--- src/rtl/alu_seq_if.sv ---
// alu_seq_if: handshake bus between the EX-stage control/operand logic
// (master) and the sequential ALU (slave).
//   Request : in_valid, in_ready, aluco, aluin1, aluin2, alu_shift
//   Response: out_valid, out_ready, aluout, aluout_hi, zero, div_by_zero,
//             illegal_op
interface alu_seq_if #(
    parameter int WIDTH = 32
);
    localparam int SHAMT_W = $clog2(WIDTH);

    logic               in_valid;
    logic               in_ready;
    logic [3:0]         aluco;
    logic [WIDTH-1:0]   aluin1;
    logic [WIDTH-1:0]   aluin2;
    logic [SHAMT_W-1:0] alu_shift;
    logic               out_valid;
    logic               out_ready;
    logic [WIDTH-1:0]   aluout;
    logic [WIDTH-1:0]   aluout_hi;
    logic               zero;
    logic               div_by_zero;
    logic               illegal_op;

    modport master (
        output in_valid, aluco, aluin1, aluin2, alu_shift, out_ready,
        input  in_ready, out_valid, aluout, aluout_hi, zero, div_by_zero, illegal_op
    );

    modport slave (
        input  in_valid, aluco, aluin1, aluin2, alu_shift, out_ready,
        output in_ready, out_valid, aluout, aluout_hi, zero, div_by_zero, illegal_op
    );
endinterface

--- src/rtl/alu_seq.sv ---
// alu_seq: handshaked MIPS EX-stage ALU. Single-cycle logic/arith/shift/compare
// ops return in one cycle; MULU (shift-add) and DIVU (restoring) iterate one
// bit per cycle for WIDTH cycles. Results are held until the consumer accepts.
//   clk  : rising-edge clock
//   rst  : asynchronous, active-high reset
//   bus  : alu_seq_if.slave (request/response handshake, operands, results, flags)
module alu_seq #(
    parameter int WIDTH = 32
) (
    input  logic     clk,
    input  logic     rst,
    alu_seq_if.slave bus
);
    localparam int SHAMT_W = $clog2(WIDTH);
    localparam int CNT_W   = SHAMT_W + 1;

    typedef enum logic [1:0] {ST_IDLE, ST_BUSY, ST_HOLD} state_e;

    typedef enum logic [3:0] {
        OP_AND  = 4'd0,  OP_OR   = 4'd1,  OP_ADD  = 4'd2,  OP_SRL = 4'd3,
        OP_SRA  = 4'd4,  OP_SUB  = 4'd6,  OP_SLT  = 4'd7,  OP_MULU = 4'd8,
        OP_SLTU = 4'd9,  OP_DIVU = 4'd10, OP_NOR  = 4'd12, OP_SLL = 4'd14
    } op_e;

    state_e             state_q, state_d;
    logic [CNT_W-1:0]   cnt_q, cnt_d;
    logic               is_div_q, is_div_d;
    logic [WIDTH-1:0]   opnd_q, opnd_d;     // multiplicand (MULU) or divisor (DIVU)
    logic [WIDTH-1:0]   lo_q, lo_d;         // multiplier/product-low or dividend/quotient
    logic [WIDTH-1:0]   hi_q, hi_d;         // partial product-high or partial remainder
    logic               out_valid_q, out_valid_d;
    logic               zero_q, zero_d;
    logic               dbz_q, dbz_d;
    logic               ill_q, ill_d;

    logic               accept;
    logic               is_iter;
    logic [WIDTH-1:0]   sc_res;
    logic               sc_ill;
    logic [WIDTH:0]     mul_sum;
    logic [WIDTH:0]     div_shift;
    logic [WIDTH:0]     div_diff;

    assign bus.in_ready = (state_q == ST_IDLE) || (state_q == ST_HOLD && bus.out_ready);
    assign accept       = bus.in_valid && bus.in_ready;
    assign is_iter      = (bus.aluco == OP_MULU) || (bus.aluco == OP_DIVU);

    // Single-cycle result for the opcode currently on the bus.
    always_comb begin
        // NOTE: every always_comb output gets a default first so no path can infer a latch.
        sc_res = '0;
        sc_ill = 1'b0;
        case (bus.aluco)
            OP_AND:  sc_res = bus.aluin1 & bus.aluin2;
            OP_OR:   sc_res = bus.aluin1 | bus.aluin2;
            OP_NOR:  sc_res = ~(bus.aluin1 | bus.aluin2);
            OP_ADD:  sc_res = bus.aluin1 + bus.aluin2;
            OP_SUB:  sc_res = bus.aluin1 - bus.aluin2;
            OP_SLT:  sc_res = {{(WIDTH-1){1'b0}}, ($signed(bus.aluin1) < $signed(bus.aluin2))};
            OP_SLTU: sc_res = {{(WIDTH-1){1'b0}}, (bus.aluin1 < bus.aluin2)};
            OP_SLL:  sc_res = bus.aluin2 << bus.alu_shift;
            OP_SRL:  sc_res = bus.aluin2 >> bus.alu_shift;
            OP_SRA:  sc_res = $signed(bus.aluin2) >>> bus.alu_shift;
            OP_MULU, OP_DIVU: sc_res = '0;   // handled by the iterative path
            default: sc_ill = 1'b1;
        endcase
    end

    always_comb begin
        state_d     = state_q;
        cnt_d       = cnt_q;
        is_div_d    = is_div_q;
        opnd_d      = opnd_q;
        lo_d        = lo_q;
        hi_d        = hi_q;
        zero_d      = zero_q;
        dbz_d       = dbz_q;
        ill_d       = ill_q;
        mul_sum     = '0;
        div_shift   = '0;
        div_diff    = '0;

        case (state_q)
            ST_BUSY: begin
                if (is_div_q) begin
                    // Restoring step: bring in the next dividend bit, subtract if it fits.
                    // A zero divisor always "fits", yielding all-ones quotient and rem = A.
                    div_shift = {hi_q, lo_q[WIDTH-1]};
                    div_diff  = div_shift - {1'b0, opnd_q};
                    if (!div_diff[WIDTH]) begin
                        hi_d = div_diff[WIDTH-1:0];
                        lo_d = {lo_q[WIDTH-2:0], 1'b1};
                    end else begin
                        hi_d = div_shift[WIDTH-1:0];
                        lo_d = {lo_q[WIDTH-2:0], 1'b0};
                    end
                end else begin
                    // Shift-add step: {hi,lo} shifts right, multiplier bits leave from lo[0].
                    mul_sum = {1'b0, hi_q} + (lo_q[0] ? {1'b0, opnd_q} : '0);
                    hi_d    = mul_sum[WIDTH:1];
                    lo_d    = {mul_sum[0], lo_q[WIDTH-1:1]};
                end
                cnt_d = cnt_q - 1'b1;
                if (cnt_q == CNT_W'(1)) begin
                    state_d = ST_HOLD;
                    zero_d  = (lo_d == '0);
                end
            end
            ST_HOLD: begin
                if (bus.out_ready && !bus.in_valid) state_d = ST_IDLE;
            end
            default: ;
        endcase

        // A new op overrides whatever IDLE/HOLD would have done this cycle.
        if (accept) begin
            ill_d = 1'b0;
            dbz_d = 1'b0;
            if (is_iter) begin
                state_d  = ST_BUSY;
                cnt_d    = CNT_W'(WIDTH);
                is_div_d = (bus.aluco == OP_DIVU);
                opnd_d   = (bus.aluco == OP_DIVU) ? bus.aluin2 : bus.aluin1;
                lo_d     = (bus.aluco == OP_DIVU) ? bus.aluin1 : bus.aluin2;
                hi_d     = '0;
                zero_d   = 1'b0;
                dbz_d    = (bus.aluco == OP_DIVU) && (bus.aluin2 == '0);
            end else begin
                state_d = ST_HOLD;
                lo_d    = sc_res;
                hi_d    = '0;
                zero_d  = (sc_res == '0);
                ill_d   = sc_ill;
            end
        end

        // out_valid is its own flop so the consumer sees a clean registered strobe.
        out_valid_d = (state_d == ST_HOLD);
    end

    always_ff @(posedge clk or posedge rst) begin
        if (rst) begin
            state_q     <= ST_IDLE;
            cnt_q       <= '0;
            is_div_q    <= 1'b0;
            opnd_q      <= '0;
            lo_q        <= '0;
            hi_q        <= '0;
            out_valid_q <= 1'b0;
            zero_q      <= 1'b0;
            dbz_q       <= 1'b0;
            ill_q       <= 1'b0;
        end else begin
            // NOTE: non-blocking assignments so every flop samples pre-edge values.
            state_q     <= state_d;
            cnt_q       <= cnt_d;
            is_div_q    <= is_div_d;
            opnd_q      <= opnd_d;
            lo_q        <= lo_d;
            hi_q        <= hi_d;
            out_valid_q <= out_valid_d;
            zero_q      <= zero_d;
            dbz_q       <= dbz_d;
            ill_q       <= ill_d;
        end
    end

    assign bus.out_valid   = out_valid_q;
    assign bus.aluout      = lo_q;
    assign bus.aluout_hi   = hi_q;
    assign bus.zero        = zero_q;
    assign bus.div_by_zero = dbz_q;
    assign bus.illegal_op  = ill_q;
endmodule

--- src/flat_wrapper.sv ---
// flat-port wrapper written by rule: the top's interface ports become plain ports
module alu_seq_flat 
#(
    parameter int WIDTH = 32
)
  (clk, rst, bus_in_valid, bus_aluco, bus_aluin1, bus_aluin2, bus_alu_shift, bus_out_ready, bus_in_ready, bus_out_valid, bus_aluout, bus_aluout_hi, bus_zero, bus_div_by_zero, bus_illegal_op);
  alu_seq_if #(.WIDTH(WIDTH)) bus_i ();
  input  logic clk;
  input  logic rst;
  input wire logic [$bits(bus_i.in_valid)-1:0] bus_in_valid;
  input wire logic [$bits(bus_i.aluco)-1:0] bus_aluco;
  input wire logic [$bits(bus_i.aluin1)-1:0] bus_aluin1;
  input wire logic [$bits(bus_i.aluin2)-1:0] bus_aluin2;
  input wire logic [$bits(bus_i.alu_shift)-1:0] bus_alu_shift;
  input wire logic [$bits(bus_i.out_ready)-1:0] bus_out_ready;
  output wire logic [$bits(bus_i.in_ready)-1:0] bus_in_ready;
  output wire logic [$bits(bus_i.out_valid)-1:0] bus_out_valid;
  output wire logic [$bits(bus_i.aluout)-1:0] bus_aluout;
  output wire logic [$bits(bus_i.aluout_hi)-1:0] bus_aluout_hi;
  output wire logic [$bits(bus_i.zero)-1:0] bus_zero;
  output wire logic [$bits(bus_i.div_by_zero)-1:0] bus_div_by_zero;
  output wire logic [$bits(bus_i.illegal_op)-1:0] bus_illegal_op;
  assign bus_i.in_valid = bus_in_valid;
  assign bus_i.aluco = bus_aluco;
  assign bus_i.aluin1 = bus_aluin1;
  assign bus_i.aluin2 = bus_aluin2;
  assign bus_i.alu_shift = bus_alu_shift;
  assign bus_i.out_ready = bus_out_ready;
  assign bus_in_ready = bus_i.in_ready;
  assign bus_out_valid = bus_i.out_valid;
  assign bus_aluout = bus_i.aluout;
  assign bus_aluout_hi = bus_i.aluout_hi;
  assign bus_zero = bus_i.zero;
  assign bus_div_by_zero = bus_i.div_by_zero;
  assign bus_illegal_op = bus_i.illegal_op;
  alu_seq #(.WIDTH(WIDTH)) u_core (.clk(clk), .rst(rst), .bus(bus_i));
endmodule
--- config.mk ---
export PLATFORM = sky130hd
export DESIGN_NAME = alu_seq_flat
export DESIGN_NICKNAME = d
export VERILOG_FILES = /design/src/rtl/alu_seq_if.sv /design/src/rtl/alu_seq.sv /design/src/flat_wrapper.sv
export SDC_FILE = /design/constraint.sdc
export NUM_CORES = 1
export LEC_CHECK = 0
export CAP_MARGIN = 20
export CORE_ASPECT_RATIO = 1.2
export CORE_MARGIN = 2
export CORE_UTILIZATION = 55
export CTS_CLUSTER_SIZE = 12
export DETAILED_ROUTE_END_ITERATION = 8
export PLACE_DENSITY = 0.87
export SYNTH_ARGS = -nofsm -noshare
export SYNTH_HDL_FRONTEND = slang
export SYNTH_SLANG_ARGS = --single-unit
--- constraint.sdc ---
create_clock -name clk -period 5.1 [get_ports clk]
set_clock_uncertainty 0.1 [all_clocks]
set_input_delay 1.02 -clock clk [delete_from_list [all_inputs] [get_ports clk]]
set_output_delay 1.02 -clock clk [all_outputs]
set_load 0.005 [all_outputs]
==> flow_metrics.env <==
export IMPL_synth_mux_area_frac=0.128
export IMPL_first_iter_violations=3368
export IMPL_worst_setup_path_start_kind="input port"
export IMPL_design_area_um2=24700
export IMPL_die_x_um=176
export IMPL_fin_nets=3336
export IMPL_worstMarginPinSlew_ps=1180
export IMPL_min_path_type="register to register"
export IMPL_vias_per_cell=6.93
export IMPL_syn_cell_area_um2=19600
export IMPL_nFillCells=2915
export IMPL_dp_worst_setup_slack_ps=-264
export IMPL_initial_utilization=0.559
export IMPL_placed_cell_area_um2=24300
export IMPL_dieArea_um2=37200
export IMPL_routedWlPerCell_um=26.0
export IMPL_gp_congestion=1.15
export IMPL_fin_crit_sh=0.991
export IMPL_ys_top_cells_by_count="313 x nand2_1, 249 x nor2_1, 191 x o21ai_0, 171 x a21oi_1, 168 x ha_1"
export IMPL_overflow=0
export IMPL_hold_violations=0
export IMPL_seqCellArea_um2=2730
export IMPL_cts_root_buf="clkbuf_16"
export IMPL_synth_xor_area_share=0.0290
export IMPL_end_kind="register"
export IMPL_grt_busiest_layer="met2"
export IMPL_fp_dieH_um=211
export IMPL_area_growth_pct=25.9
export IMPL_coreArea_um2=35100
export IMPL_synth_most_common_cell="nand2_1"
export IMPL_grt_pass1_wl_mm=138
export IMPL_clkTransAtPathRegs_ps=70
export IMPL_grt_max_degree=100
export IMPL_fin_util=0.704
export IMPL_postCtsHoldBufs=0
export IMPL_grtUsageMet1=0.563
export IMPL_synthFlopType="dfrtp_1"
export IMPL_ios=146
export IMPL_grt_util_met2=0.783
export IMPL_clock_sink_count=109
export IMPL_synth_area_top_cells="dfrtp_1 14%, ha_1 11%, mux4_2 6.8%"
export IMPL_worstSetupPathType="input port to register"
export IMPL_avgSynthCellArea_um2=7.32
export IMPL_clock_path_buffers=2
export IMPL_grt_usage=0.489
export IMPL_wirelength_mm=92.2
export IMPL_fp_row_count=75
export IMPL_firstDrtPassIters=8
export IMPL_finalWorstSetupSlack_ps=46.7
export IMPL_synth_seq_cells=109
export IMPL_synth_compound_area_frac=0.294
export IMPL_clock_latency_ps=370
export IMPL_htree_levels=3
export IMPL_ir_worst_vdd_mv=0.134
export IMPL_syn_nets=2932
export IMPL_synth_edff_count=0
export IMPL_final_min_clock_period_ps=5050
export IMPL_grt_pass1_vias=23500
export IMPL_drv_cap=0
export IMPL_io_buffers=145
export IMPL_synth_adder_area_share=0.111
export IMPL_multiInputGateArea_um2=15500
export IMPL_cp_data_required_time_ps=5280
export IMPL_antenna_found_initial=2
export IMPL_synth_top_family_by_area="compound AO/OA/AOI/OAI gates"
export IMPL_holdWs_ps=382
export IMPL_dp_cells=3536
export IMPL_route_detailed_drc=0
export IMPL_synthSimpleGateAreaFrac=0.223
export IMPL_leakagePower_nw=10.8
export IMPL_ys_types=91
export IMPL_drive_gt1_frac=0.197
export IMPL_vias=24600
export IMPL_cts_made_buffers=9
export IMPL_fmax_mhz=198
export IMPL_synth_top_cell_area_share=0.139
export IMPL_yosysWarningCount=0
export IMPL_antenna_left=0
export IMPL_finalSetupViolCount=0
export IMPL_instances_no_fill=3554
export IMPL_synth_seq_area_share=0.139
export IMPL_arrival_ps=5240
export IMPL_slew_headroom=0.204
export IMPL_dp_hpwl_mm=72.8
export IMPL_async_flop_share=1.00
export IMPL_status="complete, no violations"
export IMPL_cts_tree="built"
export IMPL_power_density_nw_per_um2=131
export IMPL_grtUsageMet3=0.100
export IMPL_slew_violations=0
export IMPL_syn_instance_count=2683
export IMPL_crit_fanout=14
export IMPL_yosysTopAreaCell="dfrtp_1"
## cell families (layout without fill, tap and decap cells)
| group | Yosys count | in the layout |
|---|---|---|
| AO/OA/AOI/OAI | 866 | 866 |
| multiplexers | 174 | 174 |
| adder cells (fa/ha/maj) | 172 | 172 |
| other | 0 | 1 |
| buffers and inverters | 368 | 776 |
| AND/OR/NAND/NOR | 929 | 929 |
| flip-flops | 109 | 109 |
| XOR/XNOR | 65 | 65 |
## cell type report
| class | instances | share of cell area |
|---|---|---|
| multi-input combinational | 2206 | 0.628 |
| timing repair buffer | 602 | 0.202 |
| sequential | 109 | 0.111 |
| inverter | 159 | 0.0243 |
| tap | 462 | 0.0234 |
| clock buffer | 10 | 0.00927 |
| clock inverter | 5 | 0.00243 |
| antenna | 1 | 0.000101 |
## report_power, final
| group | switching (mW) | internal (mW) |
|---|---|---|
| combinational | 0.935 | 0.710 |
| clock | 0.345 | 0.382 |
| sequential | 0 | 0.863 |
| total | 1.28 | 1.95 |
## through the flow
step	power, mW	setup TNS [ps]
5_1_grt	3.34	-6.52
4_1_cts	3.16	0
3_5_place_dp	2.45	-709
3_3_place_gp	2.43	-400
6_report	3.23	0
2_1_floorplan	1.68	0
## path summary, 6_finish.rpt
kind,startpoint,to,slack [ps],depth (start not counted)
max reg2reg,u_core.bus.aluout[31]$_DFFE_PP0P_,u_core.bus.zero$_DFFE_PP0P_,200,16
min reg2reg,u_core.bus.illegal_op$_DFFE_PP0P_,u_core.bus.illegal_op$_DFFE_PP0P_,380,2
min in group asynchronous,rst,u_core.bus.aluout_hi[4]$_DFFE_PP0P_,1060,2
max,bus_alu_shift[1],u_core.bus.zero$_DFFE_PP0P_,50,17
max in group asynchronous,rst,u_core.is_div_q$_DFFE_PP0P_,3050,3
min,u_core.bus.illegal_op$_DFFE_PP0P_,u_core.bus.illegal_op$_DFFE_PP0P_,380,2
## worst max-delay path, cell delays in order
cell,delay [ps]
buf_4,180
buf_4,230
buf_4,180
nor2_1,780
mux2i_1,270
o22ai_1,150
a2bb2oi_1,380
buf_4,180
o221a_2,210
o211a_1,180
nand4_1,170
nor4_2,410
nand4_1,190
nor4_1,270
buf_4,150
nand4_1,90
o31ai_2,190
## state kept, by name, indices dropped and copies added, names as in the netlist
signal                  flops
u_core.opnd_q              32
u_core.bus.illegal_op       1
u_core.cnt_q                6
u_core.bus.zero             1
u_core.bus.aluout          32
u_core.bus.div_by_zero      1
u_core.state_q              2
u_core.is_div_q             1
u_core.bus.aluout_hi       32
u_core.bus.out_valid        1
## timing repair
| action | CTS | global route |
|---|---|---|
| endpoints found under the hold margin | 0 | 0 |
| endpoints found under the setup margin | 0 | 3 |
| gates resized for setup | 0 | 10 |
| setup buffers | 0 | 1 |
## layout by cell type (no fill, tap or decap), types with 32 or more instances in the layout
| cell type | instances |
|---|---|
| xnor2_1 | 35 |
| o211ai_1 | 66 |
| a21o_1 | 44 |
| a21oi_1 | 171 |
| dfrtp_1 | 108 |
| nor3_1 | 46 |
| nor4_1 | 38 |
| a31oi_1 | 54 |
| ha_1 | 167 |
| o22ai_1 | 32 |
| mux4_2 | 59 |
| nor2_1 | 246 |
| clkdlybuf4s50_1 | 140 |
| nand2_1 | 313 |
| buf_4 | 448 |
| nand3_1 | 56 |
| a211oi_1 | 37 |
| mux2i_1 | 88 |
| and2_1 | 43 |
| inv_1 | 153 |
| o21ai_0 | 191 |
## routing by layer
metal / wire (um) / share of wire
met5: 13 / 0.00014
met4: 9310 / 0.10
met3: 9870 / 0.11
met2: 41000 / 0.44
met1: 32100 / 0.35
Note: power is estimated with default switching activity, not from simulation.
